==> src/rtl/shift_seq8.sv <==
// shift_seq8: sequences LOAD plus LSL/LSR/ASR steps of at most 3 positions over an 8-bit data register.
// Optional rotate-right support for cmd=11 is enabled by defining SHIFT_SEQ8_ROR_EN.
module shift_seq8 #(
    parameter int WIDTH = 8
) (
    input  logic             clk,
    input  logic             reset,
    input  logic             start,
    input  logic [1:0]       cmd,
    input  logic [2:0]       amount,
    input  logic [WIDTH-1:0] d_in,
    output logic [2:0]       op,
    output logic [1:0]       shamt,
    output logic [WIDTH-1:0] d_out,
    output logic             busy,
    output logic             done
);
    typedef enum logic [1:0] {IDLE, LOAD, SHIFT, DONE} state_t;
    state_t           state;
    logic [2:0]       rem;
    logic [2:0]       amt_eff;
    logic [1:0]       cmd_q;
    logic [1:0]       step;
    logic [WIDTH-1:0] din_q;
    logic [WIDTH-1:0] asr_v;
    logic [WIDTH-1:0] ror_v;
    logic [WIDTH-1:0] shifted;
`ifdef SHIFT_SEQ8_ROR_EN
    assign amt_eff = amount;
    assign ror_v   = (d_out >> step) | (d_out << (WIDTH - int'(step)));
`else
    // Without rotate support, cmd=11 degenerates to a plain load.
    assign amt_eff = (cmd == 2'b11) ? 3'd0 : amount;
    assign ror_v   = d_out;
`endif
    assign step    = (rem > 3'd3) ? 2'd3 : rem[1:0];
    assign asr_v   = $signed(d_out) >>> step;
    assign shifted = (cmd_q == 2'b00) ? d_out << step :
                     (cmd_q == 2'b01) ? d_out >> step :
                     (cmd_q == 2'b10) ? asr_v : ror_v;
    assign busy    = state != IDLE;
    assign done    = state == DONE;
    assign op      = (state == LOAD)  ? 3'd1 :
                     (state == SHIFT) ? {1'b0, cmd_q} + 3'd2 : 3'd0;
    assign shamt   = (state == SHIFT) ? step : 2'd0;
    always_ff @(posedge clk) begin
        if (reset) begin
            state <= IDLE;
            d_out <= '0;
            rem   <= '0;
            cmd_q <= '0;
            din_q <= '0;
        end else begin
            case (state)
                IDLE: if (start) begin
                    cmd_q <= cmd;
                    din_q <= d_in;
                    rem   <= amt_eff;
                    state <= LOAD;
                end
                LOAD: begin
                    d_out <= din_q;
                    state <= (rem == 3'd0) ? DONE : SHIFT;
                end
                SHIFT: begin
                    d_out <= shifted;
                    rem   <= rem - {1'b0, step};
                    state <= (rem == {1'b0, step}) ? DONE : SHIFT;
                end
                DONE: state <= IDLE;
            endcase
        end
    end
endmodule

==> config.mk <==
export PLATFORM = sky130hd
export DESIGN_NAME = shift_seq8
export DESIGN_NICKNAME = d
export VERILOG_FILES = /design/src/rtl/shift_seq8.sv
export SDC_FILE = /design/constraint.sdc
export NUM_CORES = 1
export LEC_CHECK = 0
export BUFFER_PORTS_ARGS = -buffer_cell sky130_fd_sc_hd__buf_2
export CORE_MARGIN = 2
export CORE_UTILIZATION = 33
export DETAILED_ROUTE_END_ITERATION = 7
export GPL_TIMING_DRIVEN = 0
export HOLD_SLACK_MARGIN = 0.08
export PLACE_DENSITY = 0.55
export SLEW_MARGIN = 20
export SYNTH_ARGS = -nofsm -noshare
export SYNTH_HDL_FRONTEND = slang
export SYNTH_SLANG_ARGS = --single-unit
==> constraint.sdc <==
create_clock -name clk -period 1.8 [get_ports clk]
set_clock_uncertainty 0.1 [all_clocks]
set_input_delay 0.18 -clock clk [delete_from_list [all_inputs] [get_ports clk]]
set_output_delay 0.18 -clock clk [all_outputs]
set_load 0.03 [all_outputs]
After elaboration in Yosys (flattened, before gate mapping)
Index checks and enable logic that the tools add are counted.
{ "word_totals": {"register_bits": 23, "output_inout_bits": 15} }
{ "op_classes": {"n_reduce_logical": 9, "n_lt_le_gt_ge": 1, "muxes": 15, "shifts": 3, "addsub": 2, "eq_ne": 9} }
{ "op_table": {"columns": ["cell", "n"], "rows": [
  ["$mux W8", 3],
  ["$pmux W8 S2", 1],
  ["$mux W3", 4],
  ["$eq A2 B2 Y1 const B", 4],
  ["$pmux W2 S4", 1],
  ["$shl A8 B2 Y8", 1],
  ["$shr A8 B2 Y8", 1],
  ["$sshr A8 B2 Y8", 1],
  ["$mux W2", 3],
  ["$pmux W3 S2", 1],
  ["$reduce_and A2 Y1", 3],
  ["$reduce_bool A2 Y1", 3],
  ["$eq A2 B1 Y1 const B", 2],
  ["$logic_not A2 Y1", 2],
  ["$ne A4 B4 Y1 const B", 1],
  ["$add A2 B2 Y3 const B", 1],
  ["$eq A3 B2 Y1", 1],
  ["$gt A3 B2 Y1 const B", 1],
  ["$logic_not A3 Y1", 1],
  ["$sub A3 B2 Y3", 1],
  ["$mux W1", 2],
  ["$ne A2 B2 Y1 const B", 1]
]} }

Depth between registers and ports, before layout
{ "logic_depth": {"ltp_word": 7, "mapped_depth": 8, "depth_no_buf": 6} }

Worst setup path before layout
Ideal clock, no wire load.
{ "synth_path": {"path_type": "reg2out", "start": "register state[0]", "end": "output port op[2]", "t_arrival_ns": 1.591, "stages_incl_launch_ff": 6, "path_buffers": 1, "slack_ns": -0.071, "cell_sequence": "dfxtp_1 inv_1 ha_1 inv_1 buf_6 nor3b_1"} }
{ "synth_via": {"elab_chain_cells": 3} }
{ "synth_lines": {"columns": ["item", "line", "rtl"], "rows": [
  ["start: declaration", "19", "state_t state;"],
  ["start signal: assignment", "63", "state <= (rem == 3'd0) ? DONE : SHIFT;"],
  ["start signal: assignment", "68", "state <= (rem == {1'b0, step}) ? DONE : SHIFT;"],
  ["$eq A2 B2 Y1", "44", "(state == SHIFT) ? {1'b0, cmd_q} + 3'd2 : 3'd0;"],
  ["$mux W3", "44", null],
  ["$mux W3 (*)", "43", "assign op = (state == LOAD) ? 3'd1 :"],
  ["end: declaration", "12", "output logic [2:0] op,"]
]} }
Mark *: on every way between the ends. The rest lies on a longest branch, timed or not.

Worst setup path in the final report
{ "layout_path": {"start": "register state[0]", "end": "register d_out[1]"} }
{ "layout_via": {"elab_chain_cells": 3} }
{ "layout_lines": {"columns": ["item", "line", "rtl"], "rows": [
  ["$eq A2 B2 Y1 / $eq A2 B1 Y1 (equally long branches)", "54", "case (state)"],
  ["$ne A4 B4 Y1 (no source line) / $reduce_bool A2 Y1 (equally long branches)", null, null],
  ["$reduce_and A2 Y1 (no source line)", null, null],
  ["end signal: assignment", "62", "d_out <= din_q;"],
  ["end signal: assignment", "66", "d_out <= shifted;"],
  ["end: declaration", "14", "output logic [WIDTH-1:0] d_out,"]
]} }
Parallel ways exist; a longest one is shown, timed or not.
A chain may end at the register's enable or synchronous reset.

==> insert_results.sql <==
INSERT INTO impl_metrics (metric_group, metric, value, unit) VALUES
('status', 'run_status', 'finished, final reports clean', ''),
('timing', 'period_share', '0.9526', ''),
('logic_synthesis', 'synth_area_leaders', 'sky130_fd_sc_hd__dfxtp_1 (27%), sky130_fd_sc_hd__nand2_1 (7.2%), sky130_fd_sc_hd__a21oi_1 (6.1%)', ''),
('setup_path', 'setup.worst_path.end_class', 'register', ''),
('finish', 'nFillCells', '534', ''),
('global_routing', 'antenna_found_initial', '0', ''),
('finish', 'post_route_cells_drive_above_1_share', '0.2734', ''),
('finish', 'post_layout_cell_count', '326', ''),
('die', 'dieHeight', '75.97', 'um'),
('finish', 'regArea', '466.7', 'um2'),
('finish', 'layout.cell_area.non_filler', '0.002136', 'mm2'),
('global_routing', 'grt_use_total', '0.1758', ''),
('setup_path', 'arrival_time_at_the_worst_endpoint', '1.80', 'ns'),
('clocking', 'clkSlewWorstSetupHoldPaths', '0.08', 'ns'),
('flow_run', 'maxCapViolations', '0', ''),
('timing', 'hold_viol_final', '0', ''),
('logic_synthesis', 'synth.net_count', '236', ''),
('worst_hold_path', 'min-delay-path-class', 'in -> reg', ''),
('setup_path', 'crit_path_max_incr_delay', '0.44', 'ns'),
('logic_synthesis', 'synth.cells.most_frequent', 'sky130_fd_sc_hd__nand2_1 (33), sky130_fd_sc_hd__dfxtp_1 (23), sky130_fd_sc_hd__a21oi_1 (21)', ''),
('setup_path', 'crit_chain', 'inv_2, ha_4, o21ai_4, or4_4, and2_4, a311oi_2', ''),
('setup_path', 'timing.critical_path.required', '1.89', 'ns'),
('timing', 'final_period_minus_worst_setup_slack', '1.715', 'ns'),
('timing', 'timing.final.setup_violations', '0', ''),
('die', 'horizontal_die_dimension', '75.97', 'um'),
('logic_synthesis', 'async_reset_ff_frac', '0', ''),
('clocking', 'clock_tree_from_tritoncts', 'built', ''),
('timing', 'fmax', '583.2', 'MHz'),
('power', 'power-per-cell-area', '1678', 'mW/mm2'),
('finish', 'insertedDiodeCount', '0', ''),
('place', 'place_hpwl', '3519', 'um'),
('detailed_routing', 'first_iter_violations', '95', ''),
('timing', 'grt_setup_unrepaired', 'no', ''),
('detailed_routing', 'avgViaCountPerCell', '5.273', ''),
('finish', 'fin_nets', '279', ''),
('setup_path', 'critical_path.max_fanout', '6', ''),
('die', 'num_io_pins', '31', ''),
('logic_synthesis', 'synth_most_common_cell', 'sky130_fd_sc_hd__nand2_1', ''),
('global_routing', 'grt_first_pass_wirelength', '8342', 'um'),
('logic_synthesis', 'post_synth_num_cell_types', '61', ''),
('setup_path', 'nature_of_the_critical_path_startpoint', 'register', ''),
('setup_path', 'timing_worst_setup_path_type', 'reg -> reg', ''),
('clocking', 'clock_tree.root_cell', 'sky130_fd_sc_hd__clkbuf_8', ''),
('detailed_routing', 'route.final.wire_length', '4877', 'um'),
('place', 'gpl.final_weighted_congestion', '0.9079', ''),
('place', 'numPortBuffers', '29', ''),
('power', 'power.static_leakage', '0.8499', 'nW'),
('die', 'initial_util', '0.3390', ''),
('detailed_routing', 'antenna_left', '0', ''),
('logic_synthesis', 'synth-seq-cells', '23', ''),
('logic_synthesis', 'post-synth-top-area-fraction', '0.2694', ''),
('timing', 'worst_slew_margin_relative_to_its_limit', '0.6956', ''),
('logic_synthesis', 'synth.largest_area_cell', 'sky130_fd_sc_hd__dfxtp_1', ''),
('global_routing', 'globalRoute.totalOverflow', '0', ''),
('detailed_routing', 'route.detailed.drc', '0', ''),
('finish', 'flow.area_growth_from_synthesis', '24.96', '%'),
('die', 'core_region_area', '0.005042', 'mm2'),
('logic_synthesis', 'synth_enable_flop_cells', '0', ''),
('timing', 'hold_slack', '0.1082', 'ns'),
('place', 'place_inst', '313', ''),
('place', 'placed_cell_area', '0.001947', 'mm2'),
('setup_path', 'critical_path.top_delay_family', 'simple AND/OR/NAND/NOR gates', ''),
('logic_synthesis', 'ys_seq_area_frac', '0.2694', ''),
('setup_path', 'worstPathBufferInverterCount', '1', ''),
('detailed_routing', 'dr_total_vias', '1719', ''),
('detailed_routing', 'post_drt_wl_per_cell', '14.96', 'um'),
('clocking', 'cts.htree.levels', '1', ''),
('logic_synthesis', 'synth.yosys.warnings', '0', ''),
('logic_synthesis', 'synth-main-ff-cell', 'sky130_fd_sc_hd__dfxtp_1', ''),
('detailed_routing', 'detailedRoute.firstPassIterationCount', '4', ''),
('global_routing', 'pin_count_of_the_biggest_net_entering_global_routing', '13', '');
==> layout make-up <==
type,instances,area share
timing repair buffer,39,0.1183
clock buffer,4,0.02109
tap,70,0.04101
multi-input combinational,167,0.5354
inverter,7,0.01230
buffer,16,0.05331
sequential,23,0.2185
==> path summary, 6_finish.rpt <==
check	from	end	slack, ns	depth (start not counted)
worst max-delay path	state[0]	d_out[1]	0.09	6
worst min-delay path	amount[1]	rem[1]	0.11	3
worst max register to register	state[0]	d_out[1]	0.09	6
worst min register to register	din_q[3]	din_q[3]	0.36	2
==> metal layers <==
layer,vias to the layer above,global-route usage,wire [um]
li1,870,-,-
met1,797,0.2494,2358
met2,45,0.2804,2234
met3,7,0.02024,201
met4,0,0.05455,82
met5,-,0,0
==> tightest hold or removal path, stage by stage <==
cell and delay, ns:
sky130_fd_sc_hd__buf_2 0.09, sky130_fd_sc_hd__nand3_1 0.07, sky130_fd_sc_hd__a311oi_1 0.08
==> what timing repair did <==
action / CTS / global route
setup endpoints to repair: 13 / 19
pin swaps: 0 / 0
hold buffers: 10 / 0
resized for setup: 8 / 13
setup buffers: 0 / 0
endpoints found under the hold margin: 10 / 0
==> sequential cells by signal, indices dropped and copies added (netlist names) <==
name and count:
din_q 8, rem 3, d_out 8, cmd_q 2
state 2
==> logic make-up after synthesis <==
group,synth area share
simple gates,0.2753
compound gates,0.2694
buf+inv,0.07906
flops,0.2694
mux,0.06296
fa+ha+maj,0.04392
==> per-stage QoR <==
stage                     power, W  TNS [ns]    util  setup WS, ns
final                     0.003585         0  0.4236       0.08536
after global routing      0.003883         0  0.4236      0.003031
after CTS                 0.003560         0  0.4196       0.01327
after detailed placement  0.003166   -0.5150  0.3861       -0.1792
after global placement    0.003159   -0.4962  0.3861       -0.1677
after floorplan           0.002600         0       -      0.005013
==> placed cells by master (no fill, tap or decap), types with 4 or more instances in the layout <==
master	n
sky130_fd_sc_hd__dfxtp_1	20
sky130_fd_sc_hd__nor3_1	5
sky130_fd_sc_hd__a21oi_1	21
sky130_fd_sc_hd__dlygate4sd3_1	10
sky130_fd_sc_hd__a211oi_1	5
sky130_fd_sc_hd__buf_4	4
sky130_fd_sc_hd__nor2b_1	4
sky130_fd_sc_hd__nand3_1	4
sky130_fd_sc_hd__inv_1	4
sky130_fd_sc_hd__nand2_1	33
sky130_fd_sc_hd__nor2_1	12
sky130_fd_sc_hd__mux2i_1	4
sky130_fd_sc_hd__o21ai_0	5
sky130_fd_sc_hd__ha_1	5
sky130_fd_sc_hd__buf_2	29
sky130_fd_sc_hd__nand2b_1	6
sky130_fd_sc_hd__nand3b_1	6
==> power breakdown <==
| part | leakage (nW) | internal (W) | switching [W] | total [W] |
|---|---|---|---|---|
| Clock | 0.0228 | 0.000158 | 0.000172 | 0.000330 |
| Sequential | 0.190 | 0.000673 | 0.000213 | 0.000886 |
| Combinational | 0.637 | 0.000948 | 0.00142 | 0.00237 |
(Power assumes the default switching activity.)
